[src/rtl/pipe_hazard_unit.sv]
`default_nettype none
// ============================================================================
// Module      : pipe_hazard_unit
// Description : Hazard, forwarding and flush controller for the 5-stage pipe.
//               A scoreboard shift pipeline holds the destination of every
//               in-flight instruction after decode. Operand forwarding
//               selects, load-use stalls/bubbles and the fetch flush for
//               decode-resolved branches and jumps come out of this block.
// Revision    : 1.0  initial release
// ============================================================================
module pipe_hazard_unit #(
    parameter int REG_AW     = 5,
    parameter int NSTAGE     = 3,
    parameter int LOAD_STAGE = 2,
    parameter int FW         = 2,
    parameter int CNT_W      = 16
) (
    input  logic              SYS_clk,
    input  logic              SYS_reset,
    input  logic              D_valid,
    input  logic [REG_AW-1:0] D_rs,
    input  logic [REG_AW-1:0] D_rt,
    input  logic              D_uses_rs,
    input  logic              D_uses_rt,
    input  logic              D_RegWrite,
    input  logic              D_MemRead,
    input  logic [REG_AW-1:0] D_write_register,
    input  logic              D_branch_taken,
    input  logic              D_jump,
    output logic              HZ_stall,
    output logic              HZ_bubble,
    output logic              HZ_flush_F,
    output logic [FW-1:0]     HZ_fwd_rs_sel,
    output logic [FW-1:0]     HZ_fwd_rt_sel,
    output logic [CNT_W-1:0]  HZ_stall_count
);

    localparam logic [CNT_W-1:0] c_CNT_MAX = '1;

    // Scoreboard: index k is the instruction currently in post-decode stage k.
    logic [NSTAGE:1]   r_sb_valid;
    logic [NSTAGE:1]   r_sb_regwrite;
    logic [NSTAGE:1]   r_sb_memread;
    logic [REG_AW-1:0] r_sb_dest [1:NSTAGE];
    logic [CNT_W-1:0]  r_stall_cnt;

    logic [FW-1:0]     w_rs_sel;
    logic [FW-1:0]     w_rt_sel;
    logic              w_rs_haz;
    logic              w_rt_haz;
    logic              w_stall;

    // Youngest-match search per source. Scanning from the oldest stage down
    // lets the youngest match overwrite older ones, so a not-yet-ready young
    // load masks any older ready writer of the same register.
    always_comb begin
        w_rs_sel = '0;
        w_rs_haz = 1'b0;
        w_rt_sel = '0;
        w_rt_haz = 1'b0;
        for (int k = NSTAGE; k >= 1; k--) begin
            if (D_uses_rs && (D_rs != '0) && r_sb_valid[k] && r_sb_regwrite[k] &&
                (r_sb_dest[k] == D_rs)) begin
                if (!r_sb_memread[k] || (k >= LOAD_STAGE)) begin
                    w_rs_sel = FW'(k);
                    w_rs_haz = 1'b0;
                end else begin
                    w_rs_sel = '0;
                    w_rs_haz = 1'b1;
                end
            end
            if (D_uses_rt && (D_rt != '0) && r_sb_valid[k] && r_sb_regwrite[k] &&
                (r_sb_dest[k] == D_rt)) begin
                if (!r_sb_memread[k] || (k >= LOAD_STAGE)) begin
                    w_rt_sel = FW'(k);
                    w_rt_haz = 1'b0;
                end else begin
                    w_rt_sel = '0;
                    w_rt_haz = 1'b1;
                end
            end
        end
    end

    assign w_stall = D_valid && (w_rs_haz || w_rt_haz);

    // Outputs are forced low while reset is held, independent of stale state.
    assign HZ_stall       = !SYS_reset && w_stall;
    assign HZ_bubble      = !SYS_reset && w_stall;
    assign HZ_flush_F     = !SYS_reset && D_valid && !w_stall && (D_branch_taken || D_jump);
    assign HZ_fwd_rs_sel  = (SYS_reset || !D_valid) ? '0 : w_rs_sel;
    assign HZ_fwd_rt_sel  = (SYS_reset || !D_valid) ? '0 : w_rt_sel;
    assign HZ_stall_count = SYS_reset ? '0 : r_stall_cnt;

    // Scoreboard advance on the pipeline-register edge; a bubble enters EX
    // as an invalid entry while the decode instruction is held.
    always_ff @(negedge SYS_clk) begin
        if (SYS_reset) begin
            r_sb_valid    <= '0;
            r_sb_regwrite <= '0;
            r_sb_memread  <= '0;
            for (int k = 1; k <= NSTAGE; k++) begin
                r_sb_dest[k] <= '0;
            end
        end else begin
            for (int k = 2; k <= NSTAGE; k++) begin
                r_sb_valid[k]    <= r_sb_valid[k-1];
                r_sb_regwrite[k] <= r_sb_regwrite[k-1];
                r_sb_memread[k]  <= r_sb_memread[k-1];
                r_sb_dest[k]     <= r_sb_dest[k-1];
            end
            r_sb_valid[1]    <= D_valid && !w_stall;
            r_sb_regwrite[1] <= D_RegWrite;
            r_sb_memread[1]  <= D_MemRead;
            r_sb_dest[1]     <= D_write_register;
        end
    end

    // Saturating count of stalled cycles.
    always_ff @(negedge SYS_clk) begin
        if (SYS_reset) begin
            r_stall_cnt <= '0;
        end else if (w_stall && (r_stall_cnt != c_CNT_MAX)) begin
            r_stall_cnt <= r_stall_cnt + CNT_W'(1);
        end
    end

endmodule
`default_nettype wire

[config.mk]
export PLATFORM = sky130hd
export DESIGN_NAME = pipe_hazard_unit
export DESIGN_NICKNAME = d
export VERILOG_FILES = /design/src/rtl/pipe_hazard_unit.sv
export SDC_FILE = /design/constraint.sdc
export NUM_CORES = 1
export LEC_CHECK = 0
export ABC_AREA = 1
export BUFFER_PORTS_ARGS = -buffer_cell sky130_fd_sc_hd__buf_2
export CAP_MARGIN = 20
export CORE_MARGIN = 3
export CORE_UTILIZATION = 45
export CTS_CLUSTER_DIAMETER = 60
export CTS_CLUSTER_SIZE = 16
export DETAILED_ROUTE_END_ITERATION = 10
export MAX_ROUTING_LAYER = met4
export PLACE_DENSITY_LB_ADDON = 0.08
export SLEW_MARGIN = 10
export SYNTH_ARGS = -nofsm -noshare
export SYNTH_HDL_FRONTEND = slang
export SYNTH_SLANG_ARGS = --single-unit
export TNS_END_PERCENT = 1
[constraint.sdc]
create_clock -name SYS_clk -period 4.2 [get_ports SYS_clk]
set_input_delay 0.21 -clock SYS_clk [delete_from_list [all_inputs] [get_ports SYS_clk]]
set_output_delay 0.21 -clock SYS_clk [all_outputs]
set_load 0.005 [all_outputs]
==> flow_summary.toml, run 1 <==
[power_and_ir_drop]
p_total_uw = 849
cellPowerDensity_nw_per_um2 = 305
peakVddDrop_mv = 0.185
leakage_nw = 1.58

[finish]
final_util_pct = 57.8
regArea_sq_um = 762
syn_to_final_growth_pct = 21.1
design_area_sq_um = 2780
multiInputGateArea_sq_um = 1200
fin_nets = 485
fin_cells = 528
fillCellCount = 540
num_antenna_cells = 0
layout-drive-gt1-share_pct = 14.5

[synthesis]
ys.flop_type = "dfxtp_1"
synth_area_leaders = "dfxtp_1 33%, nand2_1 15%, nor2_1 13%"
yosysMostFrequentCell = "nand2_1"
avgSynthCellArea_sq_um = 6.05
synth_edf_count = 0
synth_area_sq_um = 2300
synth.distinct_cells = 26
ys_ff_latch = 38
synth.largest_area_cell = "dfxtp_1"
synthArstFlopShare_pct = 0
synth_top_cells_by_count = "91 x nand2_1, 82 x nor2_1, 65 x inv_1, 38 x dfxtp_1, 29 x nand3_1"
seq_area_frac_synth_pct = 33.1
synthCells = 380
synthesis.nets = 405
ys_warn_count = 0
synth_top_area_share_pct = 33.1

[setup_path]
rr_endpoint = "r_stall_cnt[15]"
worstSetupPathType = "flip-flop to primary output"
critPathArrivalTime_ns = 3.77
crit_path_end_kind = "primary output"
endpoint = "HZ_fwd_rt_sel[0]"
crit_fanout = 3
reg2reg_depth = 10
crit_start = "r_sb_dest[0][16]"
r2r_start = "r_stall_cnt[1]"
crit_required_ns = 3.99
critPathLaunchType = "flip-flop"
r2r_slack_ns = 2.43

[timing]
hold_viol_final = 0
clock_skew_ns = 0.0148
drv_slew = 0
tightest_slew_ns = 0.520
rsz0062_at_grt = "false"
fin_ws_ns = 0.220
holdWs_ns = 0.410
tns_ns = 0
finalSetupViolCount = 0
slew_headroom_pct = 65.4

[global_route]
grt_max_degree = 46
grt.total_usage_pct = 19.7
grt_pass1_wl_um = 9370
antenna_found_initial = 0
first_global_vias = 2424
grt_overflow = 0

[flow_run]
drv_cap = 0

[clocking]
clk_latency_ns = 0.36
root_buffer = "clkbuf_8"
clockBufferDepth = 2
post_cts_buffers = 0
hold_buffers = 0
clock_sink_count = 38
clkTransAtPathRegs_ns = 0.04
cts_tree = "yes"
numCtsBuffers = 5
htreeDepth = 2

[placement]
portBuffers = 46
place_congestion = 0.900
pre_cts_slack_ns = 0.444
placed_area_sq_um = 2560
dp_hpwl_um = 3870
place_inst = 483

[worst_hold_path]
hp-class = "flip-flop to flip-flop"
worstHoldPathCells = 2

[route]
routed_via_density = 4.63
wire_per_inst_um = 10.2
drt_iter0_drc = 98
drt_pass1_iterations = 4
vias = 2444
routed_wl_um = 5380
remaining_drc_errors = 0
ant_nets = 0

[die]
coreArea_sq_um = 4820
start_util_pct = 47.7
die_w_um = 77.5
die_area_sq_um = 6000
die_h_um = 77.5
fp-row-count = 25
io_pins = 47

[run_status]
status = "finished clean"
==> area by class of cell <==
cell class	instances	share of cell area [%]
multi-input combinational	260	43.3
sequential	38	27.4
inverter	69	9.31
timing repair buffer	48	8.81
clock inverter	41	5.76
tap	67	3.01
clock buffer	5	2.47
==> per-layer routing <==
metal,global-route usage (%),part of all wire [%],up-vias
li1,-,-,1311
met1,18.8,43,1072
met2,32.7,50,48
met3,7.89,4.9,13
met4,13.0,3.1,0
met5,-,0,-
==> how the worst min path moves through the flow <==
stage                     startpoint          endpoint  slack [ns]
detailed placement     r_sb_valid[2]     r_sb_valid[3]        0.41
global route        r_sb_regwrite[2]  r_sb_regwrite[3]        0.42
finish              r_sb_regwrite[2]  r_sb_regwrite[3]        0.41
global placement       r_sb_valid[1]     r_sb_valid[2]        0.41
CTS                 r_sb_regwrite[2]  r_sb_regwrite[3]        0.41
floorplan           r_sb_regwrite[1]  r_sb_regwrite[2]        0.40
==> timing repair <==
item,in CTS,in global routing
resized for setup,0,1
setup endpoints to repair,0,3
endpoints found under the hold margin,0,0
==> cell families (layout without fill, tap and decap cells) <==
kind of cell | after synthesis | count (layout) | synth area share, %
flip-flops | 38 | 38 | 33.1
adder cells (fa/ha/maj) | 1 | 1 | 0.544
buffers and inverters | 82 | 163 | 14.5
XOR/XNOR | 14 | 14 | 5.33
AND/OR/NAND/NOR | 233 | 233 | 43.7
AO/OA/AOI/OAI | 12 | 12 | 2.78
==> sequential cells by signal, indices dropped and copies added, names as in the netlist <==
register	cells
r_sb_memread	1
r_sb_regwrite	3
r_sb_valid	3
r_sb_dest	15
r_stall_cnt	16
==> layout by cell type, fill, tap and decap left out <==
cell type   count
clkinvlp_2      1
nor3b_1         1
xor2_1         12
nand4_2         2
dfxtp_1        37
o22ai_1         1
nand2_1        91
buf_2          46
ha_1            1
clkinv_1        1
inv_1         102
inv_2           4
nand4_1        16
nand3_1        29
nand3_4         1
o21ai_0         2
a21oi_1         8
inv_4           2
nand2_2         1
clkbuf_8        5
xnor2_1         2
nor2_1         82
nand2b_1        1
a211oi_1        1
buf_4           2
dfxtp_2         1
nor2_2          2
nor3_1          7
==> report_power, final <==
part           total [mW]  internal, mW  switching, mW
clock               0.397         0.164          0.234
combinational      0.0732        0.0260         0.0472
sequential          0.378         0.372        0.00628
total               0.849         0.562          0.287
==> worst max-delay path, cell delays in order, from the launching register on <==
cell,delay (ns)
dfxtp_1,0.39
nand2_1,0.07
a21oi_1,0.13
nand2_1,0.07
nor3_1,0.24
nand3_1,0.12
a21oi_1,0.15
buf_2,0.13
Power figures use the tool's default switching activity.
==> inputs of run 2 (changes only) <==
--- a/config.mk
+++ b/config.mk
@@ -9,7 +9,7 @@
 export BUFFER_PORTS_ARGS = -buffer_cell sky130_fd_sc_hd__buf_2
 export CAP_MARGIN = 20
 export CORE_MARGIN = 3
-export CORE_UTILIZATION = 45
+export CORE_UTILIZATION = 32
 export CTS_CLUSTER_DIAMETER = 60
 export CTS_CLUSTER_SIZE = 16
 export DETAILED_ROUTE_END_ITERATION = 10
==> constraint.sdc (replaced) <==
create_clock -name SYS_clk -period 4.2 [get_ports SYS_clk]
set_input_delay 0.21 -clock SYS_clk [delete_from_list [all_inputs] [get_ports SYS_clk]]
set_output_delay 0.21 -clock SYS_clk [all_outputs]
set_load 0.02 [all_outputs]
==> flow_summary.toml, run 2 (synthesized netlist as in run 1, its figures left out) <==
[setup_path]
slowest_delay_ns = 0.34
crit_chain = "inv_1 -> nand2_1 -> nand3_1 -> nor2_2 -> nand4_1 -> nand2_4 -> nand2_2 -> nor2_4 -> buf_6"
worstSetupPathType = "flip-flop to primary output"
crit_slowest_cell = "dfxtp_1"
critPathLaunchType = "flip-flop"
r2r_slack_ns = 2.37
cp_num_buf_inv = 2
cp_top_family = "simple AND/OR/NAND/NOR gates"
crit_path_end_kind = "primary output"
crit_fanout = 3
crit_required_ns = 3.99
critPathArrivalTime_ns = 3.84

[power_and_ir_drop]
leakage_nw = 1.58
peakVddDrop_mv = 0.130
cellPowerDensity_nw_per_um2 = 295
p_total_uw = 847

[placement]
portBuffers = 46
dp_hpwl_um = 4380
place_inst = 512
place_congestion = 0.838
pre_cts_slack_ns = 0.259
placed_area_sq_um = 2590

[finish]
layout-drive-gt1-share_pct = 15.8
design_area_sq_um = 2870
largestRegisters = "r_stall_cnt x16, r_sb_dest x15"
syn_to_final_growth_pct = 24.7
fin_cells = 558
final_common_cell = "inv_1"
regMostFlops = "r_stall_cnt"
fin_nets = 487
final_cell_mix = "102 x inv_1, 89 x nand2_1, 81 x nor2_1"
num_antenna_cells = 0
fillCellCount = 775
largest_reg_flops = 16

[route]
vias = 2478
ant_nets = 0
routed_wl_um = 6080
drt_pass1_iterations = 5
remaining_drc_errors = 0
wire_per_inst_um = 10.9
drt_iter0_drc = 100
routed_via_density = 4.44

[timing]
rsz0062_at_grt = "false"
slew_headroom_pct = 64.6
fin_ws_ns = 0.150
hold_viol_final = 0
finalSetupViolCount = 0
tns_ns = 0
clock_skew_ns = 0.0140
drv_slew = 0
tightest_slew_ns = 0.531

[clocking]
htreeDepth = 2
cts_tree = "yes"
clockBufferDepth = 2
numCtsBuffers = 5
clock_sink_count = 38
root_buffer = "clkbuf_8"
clk_latency_ns = 0.36
clkTransAtPathRegs_ns = 0.04

[global_route]
first_global_vias = 2477
antenna_found_initial = 0
grt_pass1_wl_um = 10300
grt.total_usage_pct = 15.5
grt_overflow = 0
grt_max_degree = 46

[run_status]
status = "finished clean"

[die]
io_pins = 47
die_area_sq_um = 8240
coreArea_sq_um = 6870
fp-row-count = 30
start_util_pct = 33.5
die_h_um = 90.8
die_w_um = 90.8

[worst_hold_path]
hp-class = "flip-flop to flip-flop"

[flow_run]
drv_cap = 0
-- run 2: what timing repair did --
| item | in CTS | in global routing |
|---|---|---|
| buffers inserted | 0 | 2 |
| gates resized for setup | 1 | 11 |
| pin swaps | 0 | 4 |
| endpoints found under the setup margin | 3 | 4 |
| hold buffers | 0 | 0 |
| hold endpoints to repair | 0 | 0 |
-- run 2: cell type report --
class / instances / area, sq um / share of cell area [%]
Clock buffer: 5 / 68.8 / 2.40
Clock inverter: 40 / 154 / 5.37
Inverter: 69 / 259 / 9.04
Multi-Input combinational cell: 260 / 1230 / 42.9
Sequential cell: 38 / 762 / 26.6
Tap cell: 96 / 120 / 4.19
Timing Repair Buffer: 50 / 273 / 9.52
-- run 2: power by group --
group | switching (mW) | internal (mW)
clock | 0.230 | 0.160
combinational | 0.0512 | 0.0273
sequential | 0.00614 | 0.372
total | 0.287 | 0.560
-- run 2: path summary, 6_finish.rpt --
kind                         from  depth (start not counted)        endpoint
setup reg to reg  r_sb_dest[0][5]                         12  r_stall_cnt[2]
hold / removal      r_sb_valid[2]                          2   r_sb_valid[3]
setup / recovery  r_sb_dest[0][5]                          9        HZ_stall
hold reg to reg     r_sb_valid[2]                          2   r_sb_valid[3]
-- run 2: layer usage --
metal | GRT usage, % | routed length, um
met5 | - | 0
met4 | 7.78 | 120
met3 | 6.42 | 440
met2 | 25.6 | 2850
met1 | 15.9 | 2670
-- run 2: stage by stage --
step,hold WS (ns),util [%]
floorplan,0.403,-
global route,0.431,41.7
detailed placement,0.414,37.7
finish,0.412,41.7
CTS,0.418,41.0
global placement,0.412,37.7
-- run 2: worst min-delay path, cell delays in order, from the launching register on --
cell and delay, ns:
dfxtp_1 0.30, inv_1 0.04, nor2_1 0.03
